**src/rtl/spi_dual_flash_responder_if.sv**
```systemverilog
// Byte-wide backing-memory port between the flash responder (master) and the
// memory that feeds it (slave).
interface spi_dual_flash_responder_if #(
  parameter int ADDR_W = 24
);
  logic [ADDR_W-1:0] MemA;
  logic              MemRD;
  logic              MemRDY;
  logic [7:0]        MemD;

  modport master (output MemA, output MemRD, input MemRDY, input MemD);
  modport slave  (input MemA, input MemRD, output MemRDY, output MemD);
endinterface

```
**src/rtl/spi_dual_flash_responder.sv**
```systemverilog
// SPI NOR flash target answering READ (0x03) and FAST READ DUAL OUTPUT (0x3B)
// from a byte-wide memory port; FCK is oversampled on C100M.
module spi_dual_flash_responder #(
  parameter int ADDR_W     = 24,
  parameter int DUMMY_CLKS = 8
) (
  input  logic C100M,
  input  logic nRES,
  input  logic nFCS,
  input  logic FCK,
  input  logic MOSIin,
  output logic MOSIout,
  output logic MOSIOE,
  output logic MISO,
  output logic MISOOE,
  output logic Underrun,
  spi_dual_flash_responder_if.master mem
);

  typedef enum logic [2:0] {IDLE, CMD, IGNORE, ADDR, DUMMY, DATA_S, DATA_D} state_t;

  state_t            state_q, state_d;
  logic [1:0]        nfcs_sync_q, fck_sync_q, mosi_sync_q;
  logic              fck_prev_q;
  logic [7:0]        cnt_q, cnt_d;
  logic [7:0]        cmd_q, cmd_d;
  logic [23:0]       addr_q, addr_d;
  logic [7:0]        hold_q, hold_d;
  logic              hold_vld_q, hold_vld_d;
  logic [7:0]        shift_q, shift_d;
  logic [2:0]        bits_q, bits_d;
  logic              miso_q, miso_d, mosi_out_q, mosi_out_d;
  logic              misooe_q, misooe_d, mosioe_q, mosioe_d;
  logic              underrun_q, underrun_d;
  logic              mem_rd_q, mem_rd_d;
  logic [ADDR_W-1:0] mem_a_q, mem_a_d;

  logic       cs_off, fck_s, mosi_s, rise, fall;
  logic [7:0] cur;

  assign cs_off = nfcs_sync_q[1];
  assign fck_s  = fck_sync_q[1];
  assign mosi_s = mosi_sync_q[1];
  assign rise   = fck_s & ~fck_prev_q;
  assign fall   = ~fck_s & fck_prev_q;

  always_comb begin
    state_d    = state_q;
    cnt_d      = cnt_q;
    cmd_d      = cmd_q;
    addr_d     = addr_q;
    hold_d     = hold_q;
    hold_vld_d = hold_vld_q;
    shift_d    = shift_q;
    bits_d     = bits_q;
    miso_d     = miso_q;
    mosi_out_d = mosi_out_q;
    misooe_d   = misooe_q;
    mosioe_d   = mosioe_q;
    underrun_d = underrun_q;
    mem_rd_d   = mem_rd_q;
    mem_a_d    = mem_a_q;
    cur        = shift_q;

    // Only a request we still hold open may fill the prefetch register.
    if (mem_rd_q && mem.MemRDY) begin
      hold_d     = mem.MemD;
      hold_vld_d = 1'b1;
      mem_rd_d   = 1'b0;
    end

    if (cs_off) begin
      state_d    = IDLE;
      misooe_d   = 1'b0;
      mosioe_d   = 1'b0;
      mem_rd_d   = 1'b0;
      underrun_d = 1'b0;
      hold_vld_d = 1'b0;
    end else begin
      unique case (state_q)
        IDLE: begin
          state_d = CMD;
          cnt_d   = 8'd0;
        end
        CMD: if (rise) begin
          cmd_d = {cmd_q[6:0], mosi_s};
          if (cnt_q == 8'd7) begin
            cnt_d   = 8'd0;
            state_d = (cmd_d == 8'h03 || cmd_d == 8'h3B) ? ADDR : IGNORE;
          end else begin
            cnt_d = cnt_q + 8'd1;
          end
        end
        IGNORE: ;
        ADDR: if (rise) begin
          addr_d = {addr_q[22:0], mosi_s};
          if (cnt_q == 8'd23) begin
            cnt_d      = 8'd0;
            mem_a_d    = addr_d[ADDR_W-1:0];
            mem_rd_d   = 1'b1;
            hold_vld_d = 1'b0;
            bits_d     = 3'd0;
            if (cmd_q == 8'h03)       state_d = DATA_S;
            else if (DUMMY_CLKS == 0) state_d = DATA_D;
            else                      state_d = DUMMY;
          end else begin
            cnt_d = cnt_q + 8'd1;
          end
        end
        DUMMY: if (rise) begin
          if (cnt_q == 8'(DUMMY_CLKS - 1)) begin
            cnt_d   = 8'd0;
            state_d = DATA_D;
          end else begin
            cnt_d = cnt_q + 8'd1;
          end
        end
        DATA_S, DATA_D: if (fall) begin
          misooe_d = 1'b1;
          if (state_q == DATA_D) mosioe_d = 1'b1;
          // Byte boundary: take the prefetched byte, or shift 0xFF if it is late.
          if (bits_q == 3'd0) begin
            if (hold_vld_q) begin
              cur        = hold_q;
              hold_vld_d = 1'b0;
              mem_a_d    = mem_a_q + 1'b1;
              mem_rd_d   = 1'b1;
            end else begin
              cur        = 8'hFF;
              underrun_d = 1'b1;
            end
          end
          miso_d = cur[7];
          if (state_q == DATA_S) begin
            shift_d = {cur[6:0], 1'b0};
            bits_d  = (bits_q == 3'd0) ? 3'd7 : bits_q - 3'd1;
          end else begin
            mosi_out_d = cur[6];
            shift_d    = {cur[5:0], 2'b00};
            bits_d     = (bits_q == 3'd0) ? 3'd3 : bits_q - 3'd1;
          end
        end
        default: state_d = IDLE;
      endcase
    end
  end

  always_ff @(posedge C100M or negedge nRES) begin
    if (!nRES) begin
      nfcs_sync_q <= 2'b11;
      fck_sync_q  <= 2'b00;
      mosi_sync_q <= 2'b00;
      fck_prev_q  <= 1'b0;
      state_q     <= IDLE;
      cnt_q       <= 8'd0;
      cmd_q       <= 8'd0;
      addr_q      <= 24'd0;
      hold_q      <= 8'd0;
      hold_vld_q  <= 1'b0;
      shift_q     <= 8'd0;
      bits_q      <= 3'd0;
      miso_q      <= 1'b1;
      mosi_out_q  <= 1'b0;
      misooe_q    <= 1'b0;
      mosioe_q    <= 1'b0;
      underrun_q  <= 1'b0;
      mem_rd_q    <= 1'b0;
      mem_a_q     <= '0;
    end else begin
      nfcs_sync_q <= {nfcs_sync_q[0], nFCS};
      fck_sync_q  <= {fck_sync_q[0], FCK};
      mosi_sync_q <= {mosi_sync_q[0], MOSIin};
      fck_prev_q  <= fck_sync_q[1];
      state_q     <= state_d;
      cnt_q       <= cnt_d;
      cmd_q       <= cmd_d;
      addr_q      <= addr_d;
      hold_q      <= hold_d;
      hold_vld_q  <= hold_vld_d;
      shift_q     <= shift_d;
      bits_q      <= bits_d;
      miso_q      <= miso_d;
      mosi_out_q  <= mosi_out_d;
      misooe_q    <= misooe_d;
      mosioe_q    <= mosioe_d;
      underrun_q  <= underrun_d;
      mem_rd_q    <= mem_rd_d;
      mem_a_q     <= mem_a_d;
    end
  end

  assign MISO      = miso_q;
  assign MOSIout   = mosi_out_q;
  assign MISOOE    = misooe_q;
  assign MOSIOE    = mosioe_q;
  assign Underrun  = underrun_q;
  assign mem.MemRD = mem_rd_q;
  assign mem.MemA  = mem_a_q;

endmodule

```
**src/flat_wrapper.sv**
```systemverilog
// flat-port wrapper written by rule: the top's interface ports become plain ports
module spi_dual_flash_responder_flat 
#(
  parameter int ADDR_W     = 24,
  parameter int DUMMY_CLKS = 8
)
  (C100M, nRES, nFCS, FCK, MOSIin, MOSIout, MOSIOE, MISO, MISOOE, Underrun, mem_MemA, mem_MemRD, mem_MemRDY, mem_MemD);
  spi_dual_flash_responder_if #(.ADDR_W(ADDR_W)) mem_i ();
  input  logic C100M;
  input  logic nRES;
  input  logic nFCS;
  input  logic FCK;
  input  logic MOSIin;
  output logic MOSIout;
  output logic MOSIOE;
  output logic MISO;
  output logic MISOOE;
  output logic Underrun;
  output wire logic [$bits(mem_i.MemA)-1:0] mem_MemA;
  output wire logic [$bits(mem_i.MemRD)-1:0] mem_MemRD;
  input wire logic [$bits(mem_i.MemRDY)-1:0] mem_MemRDY;
  input wire logic [$bits(mem_i.MemD)-1:0] mem_MemD;
  assign mem_MemA = mem_i.MemA;
  assign mem_MemRD = mem_i.MemRD;
  assign mem_i.MemRDY = mem_MemRDY;
  assign mem_i.MemD = mem_MemD;
  spi_dual_flash_responder #(.ADDR_W(ADDR_W), .DUMMY_CLKS(DUMMY_CLKS)) u_core (.C100M(C100M), .nRES(nRES), .nFCS(nFCS), .FCK(FCK), .MOSIin(MOSIin), .MOSIout(MOSIout), .MOSIOE(MOSIOE), .MISO(MISO), .MISOOE(MISOOE), .Underrun(Underrun), .mem(mem_i));
endmodule
```
**config.mk**
```make
export PLATFORM = sky130hd
export DESIGN_NAME = spi_dual_flash_responder_flat
export DESIGN_NICKNAME = d
export VERILOG_FILES = /design/src/rtl/spi_dual_flash_responder_if.sv /design/src/rtl/spi_dual_flash_responder.sv /design/src/flat_wrapper.sv
export SDC_FILE = /design/constraint.sdc
export NUM_CORES = 1
export LEC_CHECK = 0
export BUFFER_PORTS_ARGS = -buffer_cell sky130_fd_sc_hd__buf_2
export CORE_UTILIZATION = 36
export DETAILED_ROUTE_END_ITERATION = 7
export MAX_ROUTING_LAYER = met4
export SYNTH_ARGS = -nofsm -noshare
export SYNTH_HDL_FRONTEND = slang
export SYNTH_SLANG_ARGS = --single-unit
```
**constraint.sdc**
```tcl
create_clock -name C100M -period 5.8 [get_ports C100M]
set_input_delay 0.87 -clock C100M [delete_from_list [all_inputs] [get_ports C100M]]
set_output_delay 0.87 -clock C100M [all_outputs]
set_load 0.03 [all_outputs]
```
==> reports/summary.txt <==
============================================================================
Outcome .......................................................    completed
Starting Density ..............................................        36.8%
GPL Wtd Cong ..................................................        0.886
Required arrival time at the worst endpoint ...................      6.03 ns
Antenna violations before repair ..............................            0
Post-CTS Resized ..............................................            0
Number of buffers added for setup after CTS ...................            0
Largest area contributor in the netlist ....................... sky130_fd_sc_hd__dfrtp_1
First-pass GRT wire length ....................................      19.5 mm
TritonCTS sink count ..........................................           98
Transition time of the tightest slew-check pin ................      1.22 ns
Maximum fanout count along the critical path ..................           30
Power per cell area ...........................................  277 mW/mm^2
Final Util ....................................................        42.0%
Cell type of the slowest stage on the worst timing path ....... sky130_fd_sc_hd__nor2_1
Nets in the synthesized netlist ...............................          490
Post-cts hold buffer count ....................................            0
Relative max-transition margin ................................        18.3%
# setup viols final ...........................................            0
Share of the synthesized area in the top cell type ............        48.8%
Worst r2r path cells ..........................................            6
VDD IR-drop max ...............................................   0.000142 V
Register area share after synthesis ...........................        50.4%
Warning count from the yosys run ..............................            0
Max-slew violation count ......................................            0
Number of CTS-inserted buffers ................................            9
Die Area ...................................................... 0.0140 sq mm
Biggest area contributors in the synthesized netlist .......... sky130_fd_sc_hd__dfrtp_1 (49%), sky130_fd_sc_hd__mux2_2 (10%), sky130_fd_sc_hd__o21ai_0 (3.2%)
Max Cap Viol ..................................................            0
CTS max path bufs .............................................            2
Final Hold Violating Endpoints ................................            0
Post-route DRC ................................................            0
Maximum number of pins on one net before global-route repair ..           63
Most used cells in the layout excluding fill and tap cells .... sky130_fd_sc_hd__dfrtp_1 (95), sky130_fd_sc_hd__mux2_2 (45), sky130_fd_sc_hd__buf_2 (42)
Hold path endpoint ............................................ u_core.mosi_sync_q[1]
Delay-heaviest family, CP ..................................... simple AND/OR/NAND/NOR gates
Commonest non-fill, non-tap cell in the layout ................ sky130_fd_sc_hd__dfrtp_1
Number of global-route vias before repair .....................        3,865
Total iterations of the first detailed-routing run ............            5
Startpoint-to-endpoint class of the critical path .............   reg -> reg
Worst slack at placement ......................................      2.71 ns
CTS clock-pin slew for the worst setup and hold paths .........      0.07 ns
Average footprint of a synthesized cell .......................   10.3 sq um
Post-route insts no fill ......................................          685
Chip Width ....................................................       118 um
Synthesized instance count ....................................          472
Largest clock skew in the final design ........................   0.00856 ns
Standby leakage power .........................................      2.57 nW
Cell area after technology mapping ............................ 0.00488 sq mm
Total vias in the final route .................................        3,843
Antenna-violating nets left ...................................            0
DR iter-0 viols ...............................................          369
Flops & latches, synth ........................................           98
Share of layout cells above drive strength 1 ..................        23.2%
Number of enable flip-flop cells after synthesis ..............            0
Post-route worst setup slack ..................................      2.67 ns
CP endpoint kind ..............................................     register
Clk_lat worst skew ............................................      0.34 ns
Area overhead of the layout relative to synthesis .............        14.1%
Class of the tightest hold or removal check ...................   reg -> reg
Top_reg_cell synth ............................................ sky130_fd_sc_hd__dfrtp_1
Net count of the finished layout ..............................          522
Cell-by-cell trace of the critical path ....................... xor2_1 > nand2_1 > buf_4 > nor2_1 > nor2_1 > a22o_2
CTS H-tree depth ..............................................            3
Period utilization ............................................        54.0%
Peak clock frequency supported by timing ......................      319 MHz
RSZ-0062 raised after global routing ..........................        false
TritonCTS clock tree ..........................................        built
Count of distinct cell types in the synthesized netlist .......           57
Number of rows created at floorplan ...........................           42
I/O pin cnt ...................................................           44
Worst Hold Depth ..............................................            0
Hpwl dp .......................................................      7.74 mm
Number of cells in the design after placement .................          669
Setup TNS .....................................................         0 ns
Die extent in y ...............................................       118 um
Routed len/inst ...............................................      16.2 um
Overall overflow remaining after global route .................            0
Crit-path most repeated cell .................................. sky130_fd_sc_hd__nor2_1
Total track usage .............................................        17.8%
Reg2Reg Setup Slack ...........................................      2.67 ns
Hold wc startpoint ............................................ u_core.mosi_sync_q[0]
Data arrival time at the worst-slack endpoint .................      3.37 ns
Clock period minus final worst setup slack ....................      3.13 ns
Via density per instance ......................................         5.61
Endpoint of the worst register-to-register path ............... u_core.mem.MemA[6]
Worst stage delay on the critical path ........................      0.96 ns
Antenna Cells .................................................            0
Placeable core region ......................................... 0.0132 sq mm
Crit path launch type .........................................     register
R2R Path Start ................................................ u_core.state_q[1]
Buffers & Inverters on Critical Path ..........................            1
Final routed wirelength across all metal layers ...............      11.1 mm
Fraction of registers with async set or reset after synthesis .         100%
Port-buffer cells .............................................           43
Root buffer cell .............................................. sky130_fd_sc_hd__clkbuf_16
CP Depth ......................................................            6
============================================================================
-- routing by layer --
| metal | global-route usage (%) | share of wire (%) | up-vias |
|---|---|---|---|
| met3 | 2.94 | 4.6 | 31 |
| li1 | - | - | 1822 |
| met4 | 9.65 | 4.1 | 0 |
| met1 | 22.9 | 45 | 1881 |
| met5 | - | 0 | - |
| met2 | 27.0 | 47 | 109 |
-- state kept, by name, indices dropped and copies added, names as in the netlist, 2 cells and up --
register / count
u_core.fck_sync_q: 2
u_core.shift_q: 7
u_core.mem.MemA: 24
u_core.mosi_sync_q: 2
u_core.addr_q: 23
u_core.nfcs_sync_q: 2
u_core.hold_q: 8
u_core.cnt_q: 8
u_core.cmd_q: 8
u_core.bits_q: 3
u_core.state_q: 3
-- report_power, final --
group	switching, mW	internal [mW]	leakage [nW]
sequential	0.0431	0.718	1.33
combinational	0.0804	0.0620	1.09
clock	0.261	0.377	0.151
-- Yosys cell counts, drive strengths merged, types with 3 or more instances --
master and number:
dfstp 3, a31oi 13, nor4 5, o21ai 31
nand2 39, inv 15, clkbuf 19, mux2 45
nor2b 9, o22ai 11, nor2 26, nand3 12
a22o 7, and2 3, a21oi 26, a211oi 9
dfrtp 95, o211ai 4, o22a 6, buf 8
nand2b 4, o31ai 5, and3 9, ha 4
mux2i 3, nand4 7, nor3 13, a2bb2oi 8
a41oi 3
-- metrics by stage --
| step | total power, mW | hold slack, ns | cell area, sq um |
|---|---|---|---|
| final | 1.54 | 0.350 | 5560 |
| after global routing | 1.62 | 0.360 | 5560 |
| after CTS | 1.56 | 0.350 | 5560 |
| after detailed placement | 0.917 | 0.335 | 5240 |
| after global placement | 0.908 | 0.334 | 5240 |
| after floorplan | 0.867 | 0.331 | 4880 |
-- kinds of logic (layout without fill, tap and decap cells) --
kind of cell               after synthesis  after routing  share of synthesized area (%)
and+or+nand+nor                        143            143                           15.7
AOI/OAI and AO/OA                      135            135                           18.1
DFF                                     98             98                           50.4
muxes                                   48             48                           11.0
buffers and inverters                   42             79                           3.39
adders and majority gates                4              4                           1.03
xor gates and xnor gates                 2              2                          0.359
-- worst max path at each step --
stage,startpoint,to,slack [ns]
floorplan,u_core.mem.MemA[0],u_core.mem.MemA[16],3.71
CTS,u_core.state_q[2],u_core.mem.MemA[23],2.69
global route,u_core.state_q[2],u_core.mem.MemA[23],2.40
global placement,u_core.state_q[2],u_core.mem.MemA[6],2.95
detailed placement,u_core.state_q[2],u_core.mem.MemA[23],2.71
finish,u_core.state_q[1],u_core.mem.MemA[6],2.67
-- layout make-up --
type,instances,area (sq um)
well taps,176,220
multi-input cells,332,2250
fillers,1282,7680
clock inverters,7,93.8
inverters,15,56.3
flip-flops and latches,98,2460
clock buffers,9,225
repair buffers,48,255
Note: power is estimated with default switching activity, not from simulation.
